--- config.mk ---
export PLATFORM = sky130hd
export DESIGN_NAME = operand_entry
export DESIGN_NICKNAME = d
export VERILOG_FILES = /design/src/rtl/calc_pkg.sv /design/src/rtl/operand_entry_digit_accumulator.sv /design/src/rtl/operand_entry.sv
export SDC_FILE = /design/constraint.sdc
export NUM_CORES = 1
export LEC_CHECK = 0
export CAP_MARGIN = 20
export CORE_UTILIZATION = 49
export CTS_BUF_LIST = sky130_fd_sc_hd__clkbuf_8
export DETAILED_ROUTE_END_ITERATION = 10
export PLACE_DENSITY = 0.8
export SYNTH_ARGS = -nofsm -noshare
export SYNTH_HDL_FRONTEND = slang
export SYNTH_SLANG_ARGS = --single-unit
--- constraint.sdc ---
create_clock -name clk -period 3.4 [get_ports clk]
set_input_delay 0.34 -clock clk [delete_from_list [all_inputs] [get_ports clk]]
set_output_delay 0.34 -clock clk [all_outputs]
set_load 0.02 [all_outputs]
--- src/rtl/calc_pkg.sv ---
// Shared constants and types for the calculator datapath: bus widths, key codes,
// entry FSM encodings and the 11-bit operand format.
package calc_pkg;
    localparam int BUS_W       = 11;
    localparam int VAL_W       = 10;
    localparam int VAL_MAX     = 511;
    localparam int VAL_MIN_MAG = 512;

    localparam logic [3:0] KEY_NEG   = 4'hA;
    localparam logic [3:0] KEY_ENTER = 4'hB;
    localparam logic [3:0] KEY_CLEAR = 4'hC;
    localparam logic [3:0] KEY_ACLR  = 4'hD;

    localparam logic [0:0] ST_ENTRY   = 1'b0;
    localparam logic [0:0] ST_PRESENT = 1'b1;

    typedef struct packed {
        logic             ovf;
        logic [VAL_W-1:0] val;
    } operand_t;
endpackage

--- src/rtl/operand_entry_digit_accumulator.sv ---
// Decimal digit accumulator: builds the magnitude x10+d, tracks sign, and converts
// to the 11-bit operand format. OPERAND_ENTRY_SAT_EN saturates out-of-range values.
module digit_accumulator
    import calc_pkg::*;
#(
    parameter int MAX_DIGITS = 3
) (
    input  logic       clk,
    input  logic       rst,
    input  logic       dig_en,
    input  logic [3:0] digit,
    input  logic       neg_tgl,
    input  logic       clr,
    output operand_t   value
);
    logic [VAL_W-1:0] mag_q, mag_d;
    logic             neg_q, neg_d;
    logic [1:0]       dcnt_q, dcnt_d;
    logic             ovf;

    always_comb begin
        mag_d  = mag_q;
        neg_d  = neg_q;
        dcnt_d = dcnt_q;
        if (clr) begin
            mag_d  = '0;
            neg_d  = 1'b0;
            dcnt_d = '0;
        end else begin
            // x10 as shift-add; three digits never exceed 999 so 10 bits suffice
            if (dig_en && (int'(dcnt_q) < MAX_DIGITS)) begin
                mag_d  = (mag_q << 3) + (mag_q << 1) + {6'b0, digit};
                dcnt_d = dcnt_q + 2'd1;
            end
            if (neg_tgl) neg_d = ~neg_q;
        end
    end

    always_ff @(posedge clk or posedge rst) begin
        if (rst) begin
            mag_q  <= '0;
            neg_q  <= 1'b0;
            dcnt_q <= '0;
        end else begin
            mag_q  <= mag_d;
            neg_q  <= neg_d;
            dcnt_q <= dcnt_d;
        end
    end

    always_comb begin
        ovf       = neg_q ? (mag_q > 10'(VAL_MIN_MAG)) : (mag_q > 10'(VAL_MAX));
        value.ovf = ovf;
        value.val = neg_q ? (~mag_q + 10'd1) : mag_q;
`ifdef OPERAND_ENTRY_SAT_EN
        if (ovf) value.val = neg_q ? 10'h200 : 10'h1FF;
`else
`endif
    end
endmodule

--- src/rtl/operand_entry.sv ---
// Keypad operand entry: collects NUM_OPS signed operands into slot registers and
// presents them downstream over valid/ready. Honours OPERAND_ENTRY_SAT_EN via the accumulator.
module operand_entry
    import calc_pkg::*;
#(
    parameter int NUM_OPS    = 3,
    parameter int MAX_DIGITS = 3
) (
    input  logic             clk,
    input  logic             rst,
    input  logic             key_valid,
    input  logic [3:0]       key_code,
    output logic             key_ready,
    output logic [BUS_W-1:0] entry_val,
    output logic [1:0]       entry_idx,
    output logic [BUS_W-1:0] op_a,
    output logic [BUS_W-1:0] op_b,
    output logic [BUS_W-1:0] op_c,
    output logic             out_valid,
    input  logic             out_ready
);
    localparam logic [1:0] LAST_IDX = 2'(NUM_OPS - 1);

    logic [0:0]     state_q, state_d;
    logic [1:0]     idx_q, idx_d;
    operand_t [2:0] ops_q, ops_d;
    operand_t       entry;
    logic           key_fire, dig_en, neg_tgl, acc_clr;

    assign key_fire = key_valid && (state_q == ST_ENTRY);
    assign dig_en   = key_fire && (key_code <= 4'd9);
    assign neg_tgl  = key_fire && (key_code == KEY_NEG);

    digit_accumulator #(.MAX_DIGITS(MAX_DIGITS)) u_acc (
        .clk     (clk),
        .rst     (rst),
        .dig_en  (dig_en),
        .digit   (key_code),
        .neg_tgl (neg_tgl),
        .clr     (acc_clr),
        .value   (entry)
    );

    always_comb begin
        state_d = state_q;
        idx_d   = idx_q;
        ops_d   = ops_q;
        acc_clr = 1'b0;
        if (state_q == ST_ENTRY) begin
            if (key_valid) begin
                case (key_code)
                    KEY_ENTER: begin
                        for (int i = 0; i < NUM_OPS; i++)
                            if (idx_q == 2'(i)) ops_d[i] = entry;
                        acc_clr = 1'b1;
                        if (idx_q == LAST_IDX) begin
                            idx_d   = '0;
                            state_d = ST_PRESENT;
                        end else begin
                            idx_d = idx_q + 2'd1;
                        end
                    end
                    KEY_CLEAR: acc_clr = 1'b1;
                    KEY_ACLR: begin
                        acc_clr = 1'b1;
                        idx_d   = '0;
                        ops_d   = '0;
                    end
                    default: ;
                endcase
            end
        end else if (out_ready) begin
            state_d = ST_ENTRY;
        end
    end

    always_ff @(posedge clk or posedge rst) begin
        if (rst) begin
            state_q <= ST_ENTRY;
            idx_q   <= '0;
            ops_q   <= '0;
        end else begin
            state_q <= state_d;
            idx_q   <= idx_d;
            ops_q   <= ops_d;
        end
    end

    assign key_ready = (state_q == ST_ENTRY);
    assign out_valid = (state_q == ST_PRESENT);
    assign entry_val = entry;
    assign entry_idx = idx_q;
    assign op_a      = ops_q[0];

    // Slots beyond NUM_OPS are never written, but tie them off explicitly anyway
    generate
        if (NUM_OPS > 1) begin : g_op_b
            assign op_b = ops_q[1];
        end else begin : g_op_b_tie
            assign op_b = '0;
        end
        if (NUM_OPS > 2) begin : g_op_c
            assign op_c = ops_q[2];
        end else begin : g_op_c_tie
            assign op_c = '0;
        end
    endgenerate
endmodule

==> out/results.tsv, run 1 <==
stage	metric	value	unit
critical_path	worstPathMaxFanout	6	
final_layout	final_cell_area	3361	um2
detailed_routing	wirelength	5756	um
synth	ys_ff_latch	49	
critical_path	worstPathCellList	or3_1 -> o41ai_2 -> xor2_1 -> inv_1 -> clkdlybuf4s50_1	
global_routing	grt_max_degree	50	
synth	yosysTopAreaCell	dfrtp_1	
synth	synth_common_cells	49 x dfrtp_1, 48 x nand2_1, 41 x o21ai_0	
synth	yosysTopAreaCellShare	0.4640	
critical_path	r2r_slack	0.73	ns
die	die_area	5690	um2
place	dpl_cell_area	3251	um2
critical_path	worstSetupEndpointType	primary output	
critical_path	slowest_delay	0.55	ns
power_and_ir_drop	power.density	834.0	nW/um2
critical_path	worstPathRequired	3.06	ns
die	die_x	75.44	um
timing	fin_worst_skew	0.004749	ns
place	place_congestion	0.8507	
detailed_routing	num_vias	2128	
clock_network	cts_sinks	49	
detailed_routing	ant_nets	0	
synth	postSynth.asyncResetShare	1.000	
place	port_buffers	55	
critical_path	crit_type	register to primary output	
power_and_ir_drop	finalPower	2803	uW
power_and_ir_drop	leakage	0.001543	uW
clock_network	cts_resized	0	
synth	yosysWarnings	0	
flow_run	maxCapViolations	0	
timing	setup_tns	0	ns
global_routing	overflow	0	
synth	yosys-top-cells-area	dfrtp_1 46%, o21ai_0 7.8%, ha_1 7.6%	
synth	synth_most_common_cell	dfrtp_1	
clock_network	ctsHtreeMaxLevel	2	
clock_network	cts_hold_buf	0	
timing	finalHoldViolations	0	
place	dp_hpwl	4283	um
critical_path	timing.rr.end	u_acc.mag_q[8]	
global_routing	grt_pass1_wl	9128	um
timing	tightest_slew	0.5698	ns
outcome	status	finished clean	
critical_path	cp_num_buf_inv	2	
min_path	hold_path_class	input pin to async pin	
critical_path	reg2reg_depth	8	
clock_network	cts_buffer_depth	2	
die	start_util	0.5141	
critical_path	startpoint_type	register	
critical_path	r2r-start	u_acc.mag_q[0]	
final_layout	drive_gt1_frac	0.08100	
final_layout	fin_nets	346	
synth	synthFlopType	dfrtp_1	
timing	fin_crit_sh	0.8703	
clock_network	clkTransAtPathRegs	0.09	ns
clock_network	cts_tree	done	
synth	syn_area	2643	um2
clock_network	post_cts_buffers	0	
timing	rsz0062_at_grt	false	
clock_network	clk_latency	0.30	ns
synth	synth_edf_count	0	
synth	ys_seq_area_frac	0.4640	
detailed_routing	drt_pass1_iterations	4	
final_layout	syn2layout_area_growth	27.18	%
final_layout	diodes	0	
critical_path	critPathTopFamily	buffers and inverters	
die	die_h	75.44	um
synth	synth_nets	291	
synth	netlist-cell-type-count	47	
synth	syn_inst	265	
die	rows	26	
critical_path	cp_data_arrival_time	2.62	ns
global_routing	grt_antenna_before_repair	0	
timing	slew_viol_final	0	
detailed_routing	viasPerCell	5.442	
die	core_area	5140	um2
detailed_routing	drc	0	
detailed_routing	wl_per_cell	14.72	um
timing	finalCriticalPeriod	2.959	ns
timing	max-slew-margin-rel	0.6185	
power_and_ir_drop	worst_ir_drop_vdd	0.0003983	V
detailed_routing	drt_iter0_markers	147	
global_routing	track_usage	0.2143	
timing	final-setup-viol-count	0	
clock_network	root_buffer	clkbuf_8	
critical_path	slowest_stage	or3_1	
synth	avgSynthCellArea	9.972	um2
global_routing	grt_pass1_vias	1866	
timing	max_freq	0.3380	GHz
clock_network	cts_buffers	5	
die	ios	56	
[cells by family (layout without fill, tap and decap cells)]
kind of cell               Yosys count  after routing  synth area share
AOI/OAI and AO/OA                   77             77            0.2027
buffers and inverters               34             90           0.05445
adders and majority gates           18             18           0.09091
and+or+nand+nor                     72             72            0.1312
xor gates and xnor gates            13             13           0.04877
DFF                                 49             49            0.4640
muxes                                2              2          0.008049
[flip-flops by register name, summed over array words and instances, names as in the netlist]
name          flops
u_acc.mag_q      10
entry_idx         2
u_acc.dcnt_q      2
out_valid         1
op_a             11
op_c             11
u_acc.neg_q       1
op_b             11
[cells in the final DEF, fill, tap and decap left out, types with 3 or more instances in the layout]
cell type        count
a21o_1               3
a21oi_1              5
a22o_1               9
buf_4                4
clkbuf_8             5
clkdlybuf4s50_1     55
dfrtp_1             49
ha_1                16
inv_1               20
nand2_1             48
nor2b_1              3
o21ai_0             41
o21ai_1              4
or3_1                3
xnor2_1              5
xor2_1               6
[cell type report]
| class | instances | area (um2) |
|---|---|---|
| fillers | 456 | 1779 |
| multi-input cells | 182 | 1272 |
| flip-flops and latches | 49 | 1226 |
| repair buffers | 61 | 605.6 |
| well taps | 70 | 87.58 |
| inverters | 21 | 78.83 |
| clock buffers | 5 | 68.82 |
| clock inverters | 3 | 21.27 |
[worst max-delay path by stage]
stage | startpoint | end | cells after the start
global route | u_acc.mag_q[4] | entry_val[7] | 5
finish | u_acc.mag_q[4] | entry_val[7] | 5
CTS | u_acc.mag_q[4] | entry_val[7] | 5
global placement | key_code[3] | u_acc.mag_q[8] | 9
detailed placement | key_code[3] | u_acc.mag_q[8] | 9
floorplan | u_acc.mag_q[0] | u_acc.mag_q[8] | 8
[per-layer routing]
layer / vias up / GRT usage / routed length, um
li1: 1028 / - / -
met1: 1044 / 0.2977 / 2698
met2: 51 / 0.3571 / 2826
met3: 5 / 0.02381 / 183
met4: 0 / 0.06173 / 47
met5: - / 0 / 0
[through the flow]
stage | utilization | std cells | hold slack [ns] | worst slack [ns]
4_1_cts | 0.6500 | 390 | 0.4904 | 0.4202
3_5_place_dp | 0.6324 | 382 | 0.4701 | 0.3533
6_report | 0.6538 | 391 | 0.2501 | 0.4410
2_1_floorplan | - | 265 | 0.4364 | 0.9763
3_3_place_gp | 0.6300 | 380 | 0.4618 | 0.3767
5_1_grt | 0.6538 | 391 | 0.2633 | 0.3398
[power breakdown]
| group | internal (uW) | switching [uW] | leakage (uW) |
|---|---|---|---|
| clock | 146 | 200 | 0.0000445 |
| sequential | 731 | 182 | 0.000653 |
| combinational | 696 | 848 | 0.000845 |
[worst register-to-register path, cell delays in order, from the launching register on]
cell	delay (ns)
dfrtp_1	0.46
inv_1	0.16
fa_1	0.54
inv_1	0.07
fa_1	0.45
a21o_1	0.22
a31o_2	0.25
a2111o_1	0.39
nand3_1	0.07
Power figures use the tool's default switching activity.
==> run 2, diff against run 1 <==
--- a/config.mk
+++ b/config.mk
@@ -7,7 +7,6 @@
 export LEC_CHECK = 0
 export CAP_MARGIN = 20
 export CORE_UTILIZATION = 49
-export CTS_BUF_LIST = sky130_fd_sc_hd__clkbuf_8
 export DETAILED_ROUTE_END_ITERATION = 10
 export PLACE_DENSITY = 0.8
 export SYNTH_ARGS = -nofsm -noshare
==> results of run 2 <==
The final DEF is identical to that of run 1; final timing and power are the same.
